===== src/rtl/power_avg.sv =====
// Windowed mean of I^2+Q^2 over 2^LOG2_N accepted samples; one result word per window.
// Latency 3 edges from capture of the window's last sample; no backpressure. Optional clip flag: POWER_AVG_CLIP_EN.
module power_avg #(
  parameter int DW     = 16,
  parameter int LOG2_N = 10
) (
  input  logic          clk,
  input  logic          rst_n,
  input  logic          clear_i,
  input  logic          valid_i,
  input  logic [DW-1:0] i_i,
  input  logic [DW-1:0] q_i,
  output logic [31:0]   power_o,
  output logic          valid_o
`ifdef POWER_AVG_CLIP_EN
  ,
  output logic          clip_o
`endif
);

  localparam int AW = 32 + LOG2_N;

  // stage 0: squares
  logic signed [2*DW-1:0] prod_i, prod_q;
  logic [2*DW-1:0]        sq_i, sq_q;
  logic                   v0;

  // stage 1: sum of squares
  logic [31:0]            sum;
  logic                   v1;

  // stage 2: accumulator and window result
  logic [AW-1:0]          acc, acc_next;
  logic [LOG2_N-1:0]      cnt;
  logic                   last;
  logic [31:0]            res;
  logic                   res_v;

  assign prod_i   = $signed(i_i) * $signed(i_i);
  assign prod_q   = $signed(q_i) * $signed(q_i);
  assign acc_next = acc + AW'(sum);
  assign last     = (cnt == {LOG2_N{1'b1}});

  always_ff @(posedge clk or negedge rst_n) begin
    if (!rst_n) begin
      sq_i    <= '0;
      sq_q    <= '0;
      v0      <= 1'b0;
      sum     <= '0;
      v1      <= 1'b0;
      acc     <= '0;
      cnt     <= '0;
      res     <= '0;
      res_v   <= 1'b0;
      power_o <= '0;
      valid_o <= 1'b0;
    end else if (clear_i) begin
      // data registers keep their contents; only the valid chain and window state restart
      v0      <= 1'b0;
      v1      <= 1'b0;
      acc     <= '0;
      cnt     <= '0;
      res_v   <= 1'b0;
      valid_o <= 1'b0;
    end else begin
      v0 <= valid_i;
      if (valid_i) begin
        sq_i <= prod_i;
        sq_q <= prod_q;
      end

      v1 <= v0;
      if (v0) sum <= 32'(sq_i) + 32'(sq_q);

      res_v <= v1 && last;
      if (v1) begin
        if (last) begin
          res <= 32'(acc_next >> LOG2_N);
          acc <= '0;
          cnt <= '0;
        end else begin
          acc <= acc_next;
          cnt <= cnt + 1'b1;
        end
      end

      valid_o <= res_v;
      if (res_v) power_o <= res;
    end
  end

`ifdef POWER_AVG_CLIP_EN
  logic [DW-1:0] code_min, code_max;
  logic          c0, c1, clip_acc, res_clip;

  assign code_min = {1'b1, {(DW-1){1'b0}}};
  assign code_max = {1'b0, {(DW-1){1'b1}}};

  always_ff @(posedge clk or negedge rst_n) begin
    if (!rst_n) begin
      c0       <= 1'b0;
      c1       <= 1'b0;
      clip_acc <= 1'b0;
      res_clip <= 1'b0;
      clip_o   <= 1'b0;
    end else if (clear_i) begin
      clip_acc <= 1'b0;
    end else begin
      if (valid_i)
        c0 <= (i_i == code_min) || (i_i == code_max) ||
              (q_i == code_min) || (q_i == code_max);
      if (v0) c1 <= c0;
      if (v1) begin
        if (last) begin
          res_clip <= clip_acc | c1;
          clip_acc <= 1'b0;
        end else begin
          clip_acc <= clip_acc | c1;
        end
      end
      if (res_v) clip_o <= res_clip;
    end
  end
`endif

endmodule

===== config.mk =====
export PLATFORM = sky130hd
export DESIGN_NAME = power_avg
export DESIGN_NICKNAME = d
export VERILOG_FILES = /design/src/rtl/power_avg.sv
export SDC_FILE = /design/constraint.sdc
export NUM_CORES = 2
export LEC_CHECK = 0
export ABC_AREA = 1
export CAP_MARGIN = 10
export CORE_UTILIZATION = 40
export DETAILED_ROUTE_END_ITERATION = 6
export PLACE_DENSITY = 0.6
export SYNTH_ARGS = -nofsm -noshare
export SYNTH_HDL_FRONTEND = slang
export SYNTH_SLANG_ARGS = --single-unit

===== constraint.sdc =====
create_clock -name clk -period 3 [get_ports clk]
set_input_delay 0.6 -clock clk [delete_from_list [all_inputs] [get_ports clk]]
set_output_delay 0.6 -clock clk [all_outputs]
set_load 0.01 [all_outputs]

==> summary.txt <==
STA
  – Final hold violation count: 0
  – Fin. max-slew vios: 0
  – RSZ-0062 raised after global routing: yes
  – Fin crit period: 5090 ps
  – Worst Max-Slew Pin Slew: slightly below 500 ps
  – # setup viols final: 54
  – Relative slew margins: 67.0%
  – Part of the cycle the worst path needs: 170%
  – F_max: ~200 MHz
  – Fin Clk Skew: 37.3 ps
  – Setup slack after layout: -2090 ps

Placed design
  – Port bufs: 68
  – Dpl cell area: roughly 39000 um2
  – Dpl hpwl: 72300 um
  – Final RePlAce weighted congestion: 0.965

Drt
  – Total number of vias: roughly 28000
  – Routed Antenna Nets: 0
  – DRC Markers: 0
  – Pre-Repair DR Iteration Count: 5
  – Via density: between 4 and 5
  – Post-Route WL: between 80000 and 90000 um
  – Initial DRC Count: around 1500
  – WL/cell: roughly 15 um

Die
  – Die height: about 290 um
  – I/O pin total: 69
  – DIE AREA: 81300 um2
  – Core Box Area: approximately 80000 um2
  – Cell Rows: between 100 and 150
  – Initial Util: between 40% and 50%
  – Die width: between 200 and 300 um

Final layout
  – Final design area excluding fillers: ~44000 um2
  – Multi-input gate area: 25800 um2
  – Commonest non-fill, non-tap cells in the layout: 1097 x nand2_1, 895 x inv_1, 412 x fa_1
  – Layout cell share with drive strength beyond 1: between 20% and 30%
  – Commonest non-fill, non-tap cell in the layout: nand2_1
  – Filler Cells Inserted: around 7400
  – Synthesis-to-finish area growth: 35.6%
  – Nets: approximately 5600
  – Antenna Cells: 0
  – Register area: roughly 5400 um2

Critical path
  – Startpoint types: primary input
  – Element type at the critical path end: flip-flop
  – Crit Path Max Fanout: 5
  – Worst EP required: approximately 3400 ps
  – Crit path DAT: between 5000 and 6000 ps
  – Critical path type: in -> reg

Global routing
  – First-pass GRT wire length: around 150000 um
  – Initial antenna violation count: 0
  – Largest net degree at the start of global routing: approximately 80
  – Vias in the first global route: slightly below 30000
  – Total global routing overflow: 0
  – GR Util All Layers: roughly 23%

Clock tree
  – Bufs on Longest Clock Path: 3
  – TritonCTS Sinks: 214
  – Root buffer cell: clkbuf_16
  – CTS clock-pin slew for the worst setup and hold paths: 60 ps
  – Max H-tree Level: 1
  – TritonCTS clock tree: built
  – Total CTS buffers: 25
  – Worst-skew pair later-pin latency: roughly 580 ps

Synthesis
  – Syn Nets: 5073
  – Yosys warnings: 0
  – Cell count after synthesis: ~4300
  – Syn_area_per_cell: approximately 7.4 um2
  – Ys async rst share: 100%
  – Sequential area share after synthesis: roughly 17%
  – Ys flop type: dfrtp_1
  – Synth unique cells: 39
  – Seq cells post-synth: between 200 and 250
  – Mapped Area: between 30000 and 40000 um2
  – Number of synthesized flops with an enable pin: 0

Job
  – Max Cap Viol: 0

Outcome
  – Failing checks: setup timing
  – Outcome: complete, but fails checks

Worst hold path
  – Worst Hold Class: reg -> reg
## final timing paths
path	start	depth (start not counted)	endpoint	slack, ps
worst min register to register	res[20]	2	power_o[20]	460
worst min-delay path	res[20]	2	power_o[20]	460
worst max register to register	sum[0]	11	res[4]	360
worst max-delay path	i_i[3]	25	sq_i[26]	-2090
min in group asynchronous	rst_n	2	cnt[7]	520
max in group asynchronous	rst_n	3	sq_q[25]	1780
## cell usage after synthesis, types with 2 or more instances
library cell / count / area share [%]
dfrtp_1: 214 / 17
nor2_4: 3 / 0.11
nor2_1: 202 / 2.4
nand2_2: 2 / 0.039
nand3_1: 232 / 3.6
o22ai_1: 3 / 0.059
or2_2: 16 / 0.31
buf_1: 5 / 0.059
and2_1: 2 / 0.039
ha_1: 246 / 9.6
nand4_1: 46 / 0.90
inv_1: 1048 / 12
o21a_1: 3 / 0.070
inv_2: 4 / 0.047
fa_1: 467 / 29
a22o_1: 5 / 0.14
a31o_2: 4 / 0.11
nor3_1: 29 / 0.45
o21ai_0: 124 / 1.9
clkinv_1: 2 / 0.023
buf_6: 6 / 0.21
a31oi_1: 4 / 0.078
nand2_1: 1310 / 15
a21o_1: 5 / 0.12
clkbuf_1: 89 / 1.0
nor4_1: 3 / 0.059
nand3b_1: 19 / 0.44
o21bai_1: 25 / 0.59
o31ai_1: 3 / 0.070
a21oi_1: 121 / 1.9
xnor2_1: 45 / 1.2
buf_2: 4 / 0.062
xor2_1: 27 / 0.74
## routing by layer
metal	global-route usage, %	part of all wire, %	up-vias
met5	0	0	-
met4	3.90	2.0	0
met3	1.59	3.4	105
met2	38.7	49	428
met1	31.6	46	13733
li1	-	-	14017
## state kept, by name (all words and copies together) (netlist names)
| name | flops |
|---|---|
| acc | 42 |
| cnt | 10 |
| power_o | 32 |
| res | 32 |
| res_v | 1 |
| sq_i | 31 |
| sq_q | 31 |
| sum | 32 |
| v0 | 1 |
| v1 | 1 |
| valid_o | 1 |
## layout make-up
type                            instances  share of cell area, %
Multi-Input combinational cell       2952                   59.3
Timing Repair Buffer                  623                   14.2
Sequential cell                       214                   12.3
Inverter                             1054                   9.26
Tap cell                             1050                   3.02
Clock buffer                           35                   1.69
Clock inverter                         10                  0.244
## what timing repair did
| action | 4_1_cts | 5_1_grt |
|---|---|---|
| endpoints found under the setup margin | 56 | 54 |
| hold buffers | 1 | 0 |
| cloned | 13 | 0 |
| pin swaps | 327 | 311 |
| endpoints found under the hold margin | 42 | 0 |
| resized for setup | 626 | 344 |
| setup buffers | 102 | 48 |
## worst max-delay path, stage by stage
cell and delay, ps:
buf_12 110, buf_12 120, buf_12 130, clkinvlp_4 110, nand2_2 80, xor2_1 140, ha_1 300, fa_1 490
fa_1 530, fa_1 530, fa_1 550, inv_1 50, fa_1 510, inv_2 40, ha_4 320, nand2_4 90
nor2_4 140, inv_2 70, buf_6 110, nor2_4 80, nand4_1 150, nand3_1 110, nand2_1 50, nand3_1 60
nand2_1 50
## cells by family after synthesis
logic type	synth area share [%]
AO/OA/AOI/OAI	5.12
XOR/XNOR	1.97
adder cells (fa/ha/maj)	38.7
buffers and inverters	13.7
flip-flops	16.7
AND/OR/NAND/NOR	23.8
## stage by stage
step	hold WS, ps	TNS (ps)	utilization [%]	instances	setup slack [ps]
finish	464	-95930	55.0	5938	-2090
global route	496	-104130	55.0	5938	-2270
CTS	469	-94730	53.3	5901	-2150
detailed placement	453	-155960	48.7	5743	-3240
global placement	452	-153840	48.7	5743	-3190
floorplan	304	-103850	-	4324	-2400
Power is left out: the tool's default activity adds up to more than one toggle a clock period on the data nets, which glitch-free logic cannot reach.
